[src/rtl/reg_alu_pipe.sv]
// Register file fused with a 4-op ALU behind a two-stage valid/ready pipeline.
// The write-back of the retiring instruction is bypassed into the issue-stage operand read.
module reg_alu_pipe #(
   parameter int unsigned W  = 16,
   parameter int unsigned AW = 3
) (
   input  logic          clk,
   input  logic          reset,
   input  logic          in_valid,
   output logic          in_ready,
   input  logic [1:0]    op,
   input  logic          sel,
   input  logic          wr,
   input  logic [AW-1:0] rd_addr_a,
   input  logic [AW-1:0] rd_addr_b,
   input  logic [AW-1:0] wr_addr,
   input  logic [W-1:0]  d_in,
   output logic          out_valid,
   input  logic          out_ready,
   output logic [W-1:0]  d_out_a,
   output logic [W-1:0]  d_out_b,
   output logic [W-1:0]  result,
   output logic          cout
);

   localparam int unsigned N  = 1 << AW;
   localparam int unsigned SW = W + 1;

   localparam logic [1:0] OP_ADD = 2'b00;
   localparam logic [1:0] OP_ADC = 2'b01;
   localparam logic [1:0] OP_SUB = 2'b10;
   localparam logic [1:0] OP_AND = 2'b11;

   logic [W-1:0]  regs_q [N];
   logic          cout_q, cout_d;
   logic          ex_valid_q, ex_valid_d;
   logic [1:0]    ex_op_q, ex_op_d;
   logic          ex_sel_q, ex_sel_d;
   logic          ex_wr_q, ex_wr_d;
   logic [AW-1:0] ex_wr_addr_q, ex_wr_addr_d;
   logic [W-1:0]  ex_d_in_q, ex_d_in_d;
   logic [W-1:0]  a_q, a_d;
   logic [W-1:0]  b_q, b_d;

   logic          accept, retire, wb_en, carry_en;
   logic [SW-1:0] sum;
   logic [W-1:0]  wb_data, rd_a, rd_b;

   assign in_ready = !ex_valid_q || out_ready;
   assign accept   = in_valid && in_ready;
   assign retire   = ex_valid_q && out_ready;

   // EX-stage ALU on latched operands; the carry is W+1 bit arithmetic
   always_comb begin
      sum      = '0;
      carry_en = 1'b1;
      case (ex_op_q)
         OP_ADD:  sum = {1'b0, a_q} + {1'b0, b_q};
         OP_ADC:  sum = {1'b0, a_q} + {1'b0, b_q} + SW'(cout_q);
         OP_SUB:  sum = {1'b0, a_q} + {1'b0, ~b_q} + SW'(1);
         OP_AND: begin
            sum      = {1'b0, a_q & b_q};
            carry_en = 1'b0;
         end
         default: sum = '0;
      endcase
   end

   assign wb_data = ex_sel_q ? sum[W-1:0] : ex_d_in_q;
   assign wb_en   = retire && ex_wr_q;

   // Operand read sees the value being written back on this same edge
   assign rd_a = (wb_en && (ex_wr_addr_q == rd_addr_a)) ? wb_data : regs_q[rd_addr_a];
   assign rd_b = (wb_en && (ex_wr_addr_q == rd_addr_b)) ? wb_data : regs_q[rd_addr_b];

   always_comb begin
      ex_valid_d   = ex_valid_q;
      ex_op_d      = ex_op_q;
      ex_sel_d     = ex_sel_q;
      ex_wr_d      = ex_wr_q;
      ex_wr_addr_d = ex_wr_addr_q;
      ex_d_in_d    = ex_d_in_q;
      a_d          = a_q;
      b_d          = b_q;
      cout_d       = cout_q;
      if (retire) begin
         ex_valid_d = 1'b0;
         if (carry_en) cout_d = sum[W];
      end
      if (accept) begin
         ex_valid_d   = 1'b1;
         ex_op_d      = op;
         ex_sel_d     = sel;
         ex_wr_d      = wr;
         ex_wr_addr_d = wr_addr;
         ex_d_in_d    = d_in;
         a_d          = rd_a;
         b_d          = rd_b;
      end
   end

   always_ff @(posedge clk) begin
      if (!reset) begin
         for (int unsigned i = 0; i < N; i++) regs_q[i] <= '0;
         cout_q       <= 1'b0;
         ex_valid_q   <= 1'b0;
         ex_op_q      <= OP_ADD;
         ex_sel_q     <= 1'b0;
         ex_wr_q      <= 1'b0;
         ex_wr_addr_q <= '0;
         ex_d_in_q    <= '0;
         a_q          <= '0;
         b_q          <= '0;
      end else begin
         if (wb_en) regs_q[ex_wr_addr_q] <= wb_data;
         cout_q       <= cout_d;
         ex_valid_q   <= ex_valid_d;
         ex_op_q      <= ex_op_d;
         ex_sel_q     <= ex_sel_d;
         ex_wr_q      <= ex_wr_d;
         ex_wr_addr_q <= ex_wr_addr_d;
         ex_d_in_q    <= ex_d_in_d;
         a_q          <= a_d;
         b_q          <= b_d;
      end
   end

   assign out_valid = ex_valid_q;
   assign d_out_a   = a_q;
   assign d_out_b   = b_q;
   assign result    = sum[W-1:0];
   assign cout      = cout_q;

endmodule

[config.mk]
export PLATFORM = sky130hd
export DESIGN_NAME = reg_alu_pipe
export DESIGN_NICKNAME = d
export VERILOG_FILES = /design/src/rtl/reg_alu_pipe.sv
export SDC_FILE = /design/constraint.sdc
export NUM_CORES = 1
export LEC_CHECK = 0
export ABC_CLOCK_PERIOD_IN_PS = 4300
export CORE_UTILIZATION = 54
export CTS_CLUSTER_SIZE = 40
export DETAILED_ROUTE_END_ITERATION = 8
export GPL_TIMING_DRIVEN = 0
export PLACE_DENSITY = 0.85
export SETUP_SLACK_MARGIN = 0.1
export SYNTH_ARGS = -nofsm -noshare
export SYNTH_HDL_FRONTEND = slang
export SYNTH_SLANG_ARGS = --single-unit
[constraint.sdc]
create_clock -name clk -period 4.3 [get_ports clk]
set_clock_uncertainty 0.05 [all_clocks]
set_input_delay 1.29 -clock clk [delete_from_list [all_inputs] [get_ports clk]]
set_output_delay 1.29 -clock clk [all_outputs]
set_load 0.01 [all_outputs]
# After elaboration in Yosys (flattened, before gate mapping)
# Memory sizes are Yosys's and may differ from the RTL's. A register that Yosys moved wholly into a read port is not among the register bits.
# Cells that the tools add are included.
[op_classes]
n_addsub = 4
eq_ne = 3
mux = 11
n_bitwise = 3
n_reduce_logical = 11
[ops]
columns = ["op", "count"]
rows = [
  ["one-hot mux 17 bit (4 select lines)", 1],
  ["adder 16 x 16 -> 17 bit", 2],
  ["two-way mux 16 bit", 2],
  ["adder 17 x 1 -> 17 bit", 1],
  ["adder 17 x 1 -> 17 bit, second input constant", 1],
  ["bitwise AND 16 bit", 1],
  ["NOT 16 bit", 1],
  ["OR reduction 16 bit", 1],
  ["two-way mux 1 bit", 7],
  ["equality test 2 bit, second input constant", 2],
  ["logical AND 1 bit", 3],
  ["zero test 1 bit", 3],
  ["two-way mux 3 bit", 1],
  ["equality test 2 x 1 -> 1 bit, second input constant", 1],
  ["zero test 2 bit", 1],
  ["AND reduction 2 bit", 1],
  ["nonzero test 2 bit", 1],
  ["logical OR 1 bit", 1],
  ["NOT 1 bit", 1],
]
[totals]
ff_bits = 25
ramBits = 128
inputBits = 33
out_inout_bits = 51
word_cells = 40
memories = 1
[mem_list]
columns = ["name", "words", "word_bits", "rd", "rd_clocked_by_memory_dff", "write_ports", "line", "text"]
rows = [
  ["regs_q", 8, 16, 2, 2, 8, "34", "logic [W-1:0] regs_q [N];"],
]

# Longest topological paths before layout
[logic_depth]
depth_word = 7
mapped_depth = 15
mapped_depth_nobuf = 14

# Least setup slack after synthesis
# OpenSTA, ideal clock, no wires.
[synth_path]
kind = "register -> output"
from = "register b_q[0], in the netlist d_out_b[0], read port of regs_q"
to = "output port result[15]"
t_arrival_ns = 3.167
required_ns = 2.960
setup_slack_ns = -0.207
stages_incl_launch_ff = 14
n_path_buf = 1
path_cell_list = "dfxtp_1 > ha_1 > inv_1 > fa_1 > nor2_1 > o31ai_2 > xnor2_1 > or4_1 > nor4_4 > nand4b_1 > nor3b_1 > xor2_1 > a21oi_1 > buf_4"
[synth_via]
elab_chain_cells = 4
word_cells_on_any_way = 6
cone_classes = "4 x add/sub; 1 x mux; 1 x bitwise"
[synth_rtl]
columns = ["element", "line", "text"]
rows = [
  ["start: declaration", "43", "logic [W-1:0] b_q, b_d;"],
  ["NOT 16 bit", "60", "OP_SUB: sum = {1'b0, a_q} + {1'b0, ~b_q} + SW'(1);"],
  ["adder 16 x 16 -> 17 bit", "60", ""],
  ["adder 17 x 1 -> 17 bit", "60", ""],
  ["one-hot mux 17 bit (4 select lines) *", "57", "case (ex_op_q)"],
  ["end: declaration", "22", "output logic [W-1:0] result,"],
]
# Mark *: on every way between the ends. The rest lies on a longest branch, timed or not.

# Worst setup path after layout
[layout_path]
from = "register b_q[5], in the netlist d_out_b[5], read port of regs_q"
to = "output port result[15]"
# Same word-level chain as after synthesis.

==> out/summary.txt <==
CLOCK TREE
--------------------------------------------------------------------------------------
Clock Sink Count                                                                   185
Clk Latency, worst-skew pair                                                   0.44 ns
Number of levels in the clock H-tree                                                 4
Num CTS Buffers                                                                     17
Largest buffer count on any clock path                                               2
CTS tree                                                                           yes
Root buf cell                                                             sky130_fd_sc_hd__clkbuf_16
Clock slew at the register clock pins of the worst setup and hold paths        0.07 ns

DRT
--------------------------------------------------------------------------------------
Number of nets with antenna violations after routing                                 0
Number of vias after detailed routing                                            9,586
Drt pass-1 iters                                                                     5
Drt drc                                                                              0
Routed wire length per instance                                                22.8 um
Violation count after the first detailed-routing iteration                       1,202
Final wirelength                                                             33,400 um
Via density                                                                       6.53

TIMING
--------------------------------------------------------------------------------------
Post-layout minimum cycle time                                                 4.97 ns
Max Clk Rate                                                                 0.201 GHz
Slew at the pin closest to its max-slew limit                                  1.21 ns
Total Neg Setup Slack                                                         -6.25 ns
Hold violation total from the final report                                           0
Period Utilization, post-route                                                    1.15
Number of max-slew violations in the final report                                    0
Setup repair after global routing missed its margin                                yes
Final WS setup                                                               -0.666 ns
Rel. slew slack                                                                  0.168
Final setup violation count                                                         14

CELLS AND AREA
--------------------------------------------------------------------------------------
Filler Cell Count                                                                1,431
Commonest cells after routing, fill and taps aside                        sky130_fd_sc_hd__nor2_1, sky130_fd_sc_hd__edfxtp_1, sky130_fd_sc_hd__nand2_1, sky130_fd_sc_hd__clkdlybuf4s50_1, sky130_fd_sc_hd__mux4_2
Most frequent standard cell in the layout excluding fill and tap cells    sky130_fd_sc_hd__nor2_1
Register Area                                                                 5010 um2
Multi-input gate area in the final layout                                     6120 um2
Final instance area                                                         13,700 um2
Final Non-Filler Cells                                                           1,469
Number of nets at the end of the flow                                            1,256
Signed area change from the synthesized netlist to the final layout              21.0%
Proportion of layout cells with a drive suffix above 1                           0.209
Diodes inserted                                                                      0

PLACED DESIGN
--------------------------------------------------------------------------------------
Final HPWL from detailed placement                                           24,200 um
Cell area after placement                                                   12,400 um2
Gpl congestion                                                                   0.892
Setup slack at placement                                                      -1.16 ns
Placed cell count                                                                1,406
IO buf count                                                                        76

FLOORPLAN
--------------------------------------------------------------------------------------
Die area                                                                    21,500 um2
Core box area                                                               20,400 um2
Horiz. Die Dim                                                                  147 um
Initial cell density of the core                                                 0.554
Number of ports placed on the die boundary                                          84
Site row count                                                                      52
Die height                                                                      147 um

POWER AND IR DROP
--------------------------------------------------------------------------------------
Leak Pwr                                                                    0.00478 uW
Pwr/cell area                                                               343 nW/um2
Maximum VDD drop                                                                271 uV
Total power                                                                    4680 uW

GLOBAL ROUTING
--------------------------------------------------------------------------------------
Via count of the first global-routing pass                                       9,381
Maximum number of pins on one net before global-route repair                        17
Total track usage                                                                0.311
Total global routing overflow                                                        0
Antenna violations before repair                                                     0
Wire length of the first global-routing pass                                 51,600 um

HOLD PATH
--------------------------------------------------------------------------------------
Worst hold path class                                                     flip-flop to flip-flop

YOSYS
--------------------------------------------------------------------------------------
Sequential cell area fraction in the yosys report                                0.442
Synth Net Count                                                                  1,129
Top_reg_cell synth                                                        sky130_fd_sc_hd__edfxtp_1
Yosys warns                                                                          0
Number of enable-type register cells in the synthesized netlist                    128
Cells after synthesis                                                            1,060
Post-synthesis sequential element count                                            185
Distinct cell type count of the synthesized netlist                                 67
Mapped Avg Cell Area                                                          10.7 um2
Share of synthesized flip-flops with an asynchronous set or reset                    0
Netlist area before placement                                               11,300 um2

WORST SETUP PATH
--------------------------------------------------------------------------------------
Category of the worst setup path capture point                             output port
Data arrival time of the worst path                                            3.63 ns
Biggest fanout along the worst timing path                                           9
Worst path max stage delay                                                     0.51 ns
Ordered list of cells on the worst path                                   inv_1 -> ha_1 -> buf_6 -> nor2b_1 -> or4_1 -> o211ai_1 -> o211ai_1 -> nor4_4 -> nand4b_1 -> nor3b_2 -> xor2_1 -> a21oi_2 -> buf_6
Worst setup path class                                                    flip-flop to output port
Req. time, crit path                                                           2.96 ns
Crit path max-delay cell type                                             sky130_fd_sc_hd__or4_1
CP startpoint kind                                                           flip-flop
Largest delay contributor family on the critical path                     simple AND/OR/NAND/NOR gates
Number of buffers and inverters on the critical path                                 3

OUTCOME
--------------------------------------------------------------------------------------
Status                                                                    finished, violations left
Failing checks                                                            setup timing

FLOW RUN
--------------------------------------------------------------------------------------
Total of max-cap violations                                                          0

## flip-flops by register name (all words and copies together), names as in the netlist
name          cells
ex_sel_q          1
ex_op_q           2
cout              1
d_out_a          16
ex_wr_q           1
regs_q          128
d_out_b          16
ex_wr_addr_q      3
out_valid         1
ex_d_in_q        16
## synthesized netlist by cell type (3+ instances only)
| master | count | area share |
|---|---|---|
| sky130_fd_sc_hd__o21ai_0 | 29 | 0.013 |
| sky130_fd_sc_hd__xnor2_1 | 21 | 0.016 |
| sky130_fd_sc_hd__o21a_1 | 6 | 0.0040 |
| sky130_fd_sc_hd__nand4_1 | 3 | 0.0017 |
| sky130_fd_sc_hd__inv_1 | 31 | 0.010 |
| sky130_fd_sc_hd__a211oi_1 | 43 | 0.029 |
| sky130_fd_sc_hd__and3_1 | 3 | 0.0017 |
| sky130_fd_sc_hd__buf_1 | 12 | 0.0040 |
| sky130_fd_sc_hd__a31o_2 | 9 | 0.0070 |
| sky130_fd_sc_hd__a211o_1 | 5 | 0.0039 |
| sky130_fd_sc_hd__or4_1 | 3 | 0.0020 |
| sky130_fd_sc_hd__dfxtp_1 | 57 | 0.10 |
| sky130_fd_sc_hd__nor2b_1 | 40 | 0.022 |
| sky130_fd_sc_hd__o31ai_1 | 7 | 0.0047 |
| sky130_fd_sc_hd__o21bai_1 | 5 | 0.0033 |
| sky130_fd_sc_hd__a21boi_0 | 25 | 0.017 |
| sky130_fd_sc_hd__a21o_1 | 4 | 0.0027 |
| sky130_fd_sc_hd__nor2_1 | 166 | 0.055 |
| sky130_fd_sc_hd__mux4_2 | 65 | 0.13 |
| sky130_fd_sc_hd__nand2_1 | 91 | 0.030 |
| sky130_fd_sc_hd__a21oi_1 | 38 | 0.017 |
| sky130_fd_sc_hd__mux2_2 | 12 | 0.012 |
| sky130_fd_sc_hd__a31oi_1 | 5 | 0.0028 |
| sky130_fd_sc_hd__and2_1 | 4 | 0.0022 |
| sky130_fd_sc_hd__buf_4 | 16 | 0.011 |
| sky130_fd_sc_hd__xor2_1 | 20 | 0.016 |
| sky130_fd_sc_hd__nor4_1 | 10 | 0.0055 |
| sky130_fd_sc_hd__nand3_1 | 7 | 0.0031 |
| sky130_fd_sc_hd__clkbuf_1 | 59 | 0.020 |
| sky130_fd_sc_hd__o211ai_1 | 4 | 0.0027 |
| sky130_fd_sc_hd__buf_2 | 5 | 0.0022 |
| sky130_fd_sc_hd__ha_1 | 34 | 0.038 |
| sky130_fd_sc_hd__nor3_1 | 19 | 0.0084 |
| sky130_fd_sc_hd__edfxtp_1 | 128 | 0.34 |
| sky130_fd_sc_hd__a32oi_1 | 11 | 0.0085 |
| sky130_fd_sc_hd__mux2i_1 | 17 | 0.015 |
| sky130_fd_sc_hd__nand2b_1 | 6 | 0.0033 |
## layout make-up
type                            count  share of cell area
Buffer                             90              0.0320
Sequential cell                   185               0.367
Multi-Input combinational cell    749               0.448
Clock buffer                       19              0.0317
Timing Repair Buffer              111              0.0771
Inverter                           33             0.00907
Tap cell                          270              0.0247
Clock inverter                     12              0.0104
## per-layer routing
metal  GRT usage  wire length [um]  vias to the layer above
met4       0.156              1440                        0
met5           0                 0                        -
li1            -                 -                     4150
met3      0.0456              2650                      125
met2       0.545             17000                      638
met1       0.373             12300                     4673
## cells by family (layout without fill, tap and decap cells)
group / count (synthesis) / count (layout) / share of synthesized area
AOI/OAI and AO/OA: 213 / 213 / 0.134
DFF: 185 / 185 / 0.442
and+or+nand+nor: 364 / 364 / 0.146
adders and majority gates: 36 / 36 / 0.0412
xor gates and xnor gates: 41 / 41 / 0.0318
muxes: 95 / 95 / 0.158
buffers and inverters: 126 / 265 / 0.0484
## through the flow
stage	hold slack, ns	utilization
floorplan	0.393	-
CTS	0.416	0.660
global placement	0.401	0.609
finish	0.416	0.671
detailed placement	0.407	0.609
global route	0.438	0.671
## report_power, final
part,internal (uW),switching [uW]
Clock,866,698
Combinational,500,581
Sequential,1970,66.4
Total,3340,1340
## worst paths after layout
check | startpoint | to | slack, ns | cells after the start
max | d_out_b[5] | result[15] | -0.67 | 13
min | ex_d_in_q[3] | ex_d_in_q[3] | 0.42 | 2
max reg2reg | d_out_b[5] | d_out_a[10] | 0.16 | 16
min reg2reg | ex_d_in_q[3] | ex_d_in_q[3] | 0.42 | 2
## what timing repair did
action,CTS,global route
resized for setup,95,42
endpoints found under the setup margin,27,67
buffers inserted,28,8
cloned,0,0
pin swaps,23,20
hold buffers,0,0
## worst reg2reg max path, cell delays in order, from the launching register on
cell and delay (ns):
sky130_fd_sc_hd__dfxtp_4 0.37, sky130_fd_sc_hd__inv_1 0.04, sky130_fd_sc_hd__ha_1 0.28, sky130_fd_sc_hd__buf_6 0.14
sky130_fd_sc_hd__nor2b_1 0.09, sky130_fd_sc_hd__or4_1 0.51, sky130_fd_sc_hd__o211ai_1 0.25, sky130_fd_sc_hd__o211ai_1 0.21
sky130_fd_sc_hd__buf_4 0.20, sky130_fd_sc_hd__nor4_4 0.25, sky130_fd_sc_hd__xor2_1 0.22, sky130_fd_sc_hd__mux2i_1 0.15
sky130_fd_sc_hd__buf_4 0.17, sky130_fd_sc_hd__buf_4 0.13, sky130_fd_sc_hd__mux2i_2 0.54, sky130_fd_sc_hd__a211oi_1 0.17
sky130_fd_sc_hd__a31o_2 0.24
Note: power is estimated with default switching activity, not from simulation.
